$ cat src/rtl/sync_debounce_edge.sv
// Multi-channel pad conditioner. Each pin is synchronised, then debounced with a
// tick-gated stability counter; it emits a clean level plus registered rise/fall pulses.

module sync_debounce_edge_lane #(
    parameter int   STAGES    = 2,
    parameter int   DB_CYCLES = 4,
    parameter logic RST_BIT   = 1'b0
) (
    input  logic clk,
    input  logic rst,
    input  logic in,
    input  logic tick,
    output logic level,
    output logic rise,
    output logic fall
);
    localparam int             CW      = $clog2(DB_CYCLES + 1);
    localparam logic [CW-1:0]  CNT_MAX = CW'(DB_CYCLES - 1);

    logic [STAGES-1:0] sync;
    logic [CW-1:0]     cnt;
    logic              s;

    // Plain flop chain: nothing may sit between stages or metastability leaks through.
    always_ff @(posedge clk or posedge rst) begin
        if (rst) sync <= {STAGES{RST_BIT}};
        else     sync <= {sync[STAGES-2:0], in};
    end

    assign s = sync[STAGES-1];

    always_ff @(posedge clk or posedge rst) begin
        if (rst) begin
            level <= RST_BIT;
            cnt   <= '0;
            rise  <= 1'b0;
            fall  <= 1'b0;
        end else begin
            rise <= 1'b0;
            fall <= 1'b0;
            if (s == level) begin
                cnt <= '0;
            end else if (tick) begin
                // Acceptance on the last qualifying tick; the counter never reaches DB_CYCLES.
                if (cnt == CNT_MAX) begin
                    level <= s;
                    cnt   <= '0;
                    rise  <= s;
                    fall  <= ~s;
                end else begin
                    cnt <= cnt + 1'b1;
                end
            end
        end
    end
endmodule

module sync_debounce_edge #(
    parameter int               WIDTH     = 4,
    parameter int               STAGES    = 2,
    parameter int               DB_CYCLES = 4,
    parameter logic [WIDTH-1:0] RST_VAL   = '0
) (
    input  logic             clk,
    input  logic             rst,
    input  logic [WIDTH-1:0] in,
    input  logic             tick,
    output logic [WIDTH-1:0] level,
    output logic [WIDTH-1:0] rise,
    output logic [WIDTH-1:0] fall,
    output logic             any_edge
);
    for (genvar i = 0; i < WIDTH; i++) begin : g_lane
        sync_debounce_edge_lane #(
            .STAGES    (STAGES),
            .DB_CYCLES (DB_CYCLES),
            .RST_BIT   (RST_VAL[i])
        ) u_lane (
            .clk   (clk),
            .rst   (rst),
            .in    (in[i]),
            .tick  (tick),
            .level (level[i]),
            .rise  (rise[i]),
            .fall  (fall[i])
        );
    end

    assign any_edge = |(rise | fall);
endmodule

$ cat config.mk
export PLATFORM = sky130hd
export DESIGN_NAME = sync_debounce_edge
export DESIGN_NICKNAME = d
export VERILOG_FILES = /design/src/rtl/sync_debounce_edge.sv
export SDC_FILE = /design/constraint.sdc
export NUM_CORES = 1
export LEC_CHECK = 0
export BUFFER_PORTS_ARGS = -buffer_cell sky130_fd_sc_hd__buf_4
export CAP_MARGIN = 20
export CORE_MARGIN = 2
export CORE_UTILIZATION = 49
export DETAILED_ROUTE_END_ITERATION = 10
export PLACE_DENSITY = 0.85
export SETUP_SLACK_MARGIN = 0.05
export SKIP_LAST_GASP = 1
export SLEW_MARGIN = 10
export SYNTH_ARGS = -nofsm -noshare
export SYNTH_HDL_FRONTEND = slang
export SYNTH_SLANG_ARGS = --single-unit
$ cat constraint.sdc
create_clock -name clk -period 1.1 [get_ports clk]
set_input_delay 0.11 -clock clk [delete_from_list [all_inputs] [get_ports clk]]
set_output_delay 0.11 -clock clk [all_outputs]
set_load 0.01 [all_outputs]
==> summary.md <==
| Metric | Value |
|---|---|
| Status | `complete, but fails checks` |
| Failing checks | `negative setup slack` |
| Worst Path Required | `990 ps` |
| Synth top area share | `0.583` |
| Slew HR | `0.719` |
| Vias/cell | `5.03` |
| Setup Skew | `3.63 ps` |
| Fin. max-slew vios | `0` |
| Internal | `2.32 mW` |
| Mapped Area | `1370 sq um` |
| Synth area leader | `dfrtp_1` |
| Power Density | `1750 nW/um^2` |
| CTS max path bufs | `2` |
| Routed WL | `2520 um` |
| Synth Warn # | `0` |
| Core Footprint | `2710 sq um` |
| CTS clock-pin slew for the worst setup and hold paths | `90 ps` |
| Nets | `157` |
| Initial antenna violation count | `0` |
| Largest net degree at the start of global routing | `33` |
| Via count | `896` |
| Total GRT Usage | `0.167` |
| Max frequency | `730 MHz` |
| Tot Pwr | `3.32 mW` |
| Num ports | `20` |
| Crit path time final | `1370 ps` |
| Core Rows | `19` |
| Inserted Diodes | `0` |
| Post-route ant nets | `0` |
| Post-Syn Nets | `125` |
| Die H | `57.0 um` |
| Max Cap Violations | `0` |
| Comb power frac | `0.329` |
| Starting DRT DRC Count | `9` |
| Unique masters post-synth | `18` |
| First-pass GRT wire length | `4110 um` |
| Final period util | `1.25` |
| Drt drc | `0` |
| Critical Path Start Type | `flip-flop` |
| Leakage power | `0.868 nW` |
| Gp weighted congestion | `0.696` |
| Setup violations, final | `6` |
| Root Driver | `clkbuf_4` |
| Die Wd | `57.0 um` |
| Sequential Power Share | `0.464` |
| Register bit total from synthesis | `32` |
| Final worst slack | `-270 ps` |
| Setup crit end kind | `output pin` |
| Die Area | `3240 sq um` |
| FILL cells | `177` |
| Layout area overhead | `38.2%` |
| Register area share after synthesis | `0.583` |
| Worst hold path type | `input pin to flip-flop` |
| Design area | `1900 sq um` |
| Number of H-tree levels | `2` |
| Net load switching power | `996 uW` |
| Pre-CTS WS | `-45.3 ps` |
| Clock Latency Late Sink | `330 ps` |
| TritonCTS Buffers | `5` |
| Dpl cell area | `1530 sq um` |
| Clk sinks | `32` |
| CTS tree | `done` |
| Synth area leaders | `dfrtp_1, buf_4, nand2b_1, ha_1, a21oi_1` |
| Clock power frac | `0.207` |
| Final Hold Fails | `0` |
| Slew @ Worst Pin | `419 ps` |
| IO Port Bufs | `19` |
| Critical path type | `flip-flop to output pin` |
| FF-to-FF setup slack | `-50 ps` |
| Sw Ratio | `0.300` |
| Post-Synthesis Cells | `114` |
| RSZ-0062 raised after global routing | `true` |
| Global route overflow | `0` |
| Worst-path maximum fanout | `2` |
| Synth Area per Inst | `12.1 sq um` |
| HPWL Detailed | `1500 um` |
| DRT Pass-1 Iters | `4` |
| Routed len/inst | `14.1 um` |
| Initial Utilization | `0.507` |
| Peak VDD IR | `1.31 mV` |
| Critical path arrival | `1260 ps` |
| Number of global-route vias before repair | `968` |
| Ratio of cells with drive above 1 in the final layout | `0.517` |
==> Yosys cell counts <==
cell type / n
a21oi_1: 8
buf_4: 13
buf_6: 1
dfrtp_1: 32
ha_1: 4
inv_1: 1
mux2_2: 3
mux2_4: 1
nand2_1: 9
nand2b_1: 12
nand3_1: 4
nand3b_1: 5
nand3b_4: 1
nor2_1: 6
nor3b_1: 4
nor4_1: 2
nor4b_1: 4
xnor2_1: 4
==> power groups by stage <==
stage	clock network (mW)	registers (mW)	logic (mW)
after floorplan	0	1.50	0.557
after global placement	0	1.52	0.676
after detailed placement	0	1.54	0.720
after CTS	0.697	1.52	0.891
after global routing	0.748	1.57	1.18
final	0.686	1.54	1.09
==> worst max-delay path, stage by stage, from the launching register on <==
cell and delay, ps:
dfrtp_1 420, nor4_4 290, nand2_1 100, buf_6 130
==> worst paths after layout <==
check | from | to | cells after the start
setup / recovery | g_lane[0].u_lane.fall | any_edge | 3
hold / removal | tick | g_lane[3].u_lane.cnt[1] | 3
setup reg to reg | g_lane[3].u_lane.cnt[1] | g_lane[3].u_lane.level | 3
hold reg to reg | g_lane[1].u_lane.sync[0] | g_lane[1].u_lane.sync[1] | 0
max in group asynchronous | rst | g_lane[2].u_lane.level | 4
min in group asynchronous | rst | g_lane[1].u_lane.cnt[0] | 4
==> timing repair <==
item | 4_1_cts | 5_1_grt
cloned | 0 | 0
setup endpoints to repair | 16 | 25
hold buffers | 5 | 0
buffers inserted | 5 | 3
gates resized for setup | 12 | 27
hold endpoints to repair | 36 | 0
pin swaps | 8 | 9
==> stage by stage <==
stage               cells   util  hold slack, ps  TNS (ps)
floorplan             114      -             141     -20.5
detailed placement    157  0.565             221      -132
CTS                   175  0.644             153      -371
global placement      157  0.565             216     -2.69
global route          178  0.700             167      -931
finish                178  0.700             165      -377
==> routing by layer <==
metal	global-route usage	routed length, um	up-vias
li1	-	-	436
met3	0.0408	106	6
met2	0.263	1270	18
met1	0.205	1090	436
met4	0.110	53	0
met5	0	0	-
==> area by class of cell <==
type | instances | area (sq um) | share of cell area
multi-input combinational | 67 | 658 | 0.347
clock buffer | 8 | 58.8 | 0.0310
tap | 31 | 38.8 | 0.0204
sequential | 32 | 807 | 0.425
timing repair buffer | 39 | 332 | 0.175
inverter | 1 | 3.75 | 0.00198
==> placed cells by master, fill, tap and decap left out, types with 5 or more instances in the layout <==
cell type and n:
nand3b_1 5, clkbuf_4 5, a21oi_2 5, nand2b_1 9, buf_6 7, buf_4 27, nand2_1 6, dlygate4sd3_1 5
dfrtp_1 27, dfrtp_2 5
==> sequential cells by signal, summed over array words and instances, names as in the netlist <==
signal	cells
g_lane.u_lane.rise	4
g_lane.u_lane.sync	8
g_lane.u_lane.cnt	12
g_lane.u_lane.fall	4
g_lane.u_lane.level	4
==> cells by family after synthesis <==
| logic type | Yosys count | share of synthesized area |
|---|---|---|
| compound gates | 8 | 0.0291 |
| xor+xnor | 4 | 0.0255 |
| fa+ha+maj | 4 | 0.0364 |
| buf+inv | 15 | 0.0820 |
| flops | 32 | 0.583 |
| mux | 4 | 0.0355 |
| simple gates | 47 | 0.209 |
No activity file was read; power rests on OpenSTA's default activity.
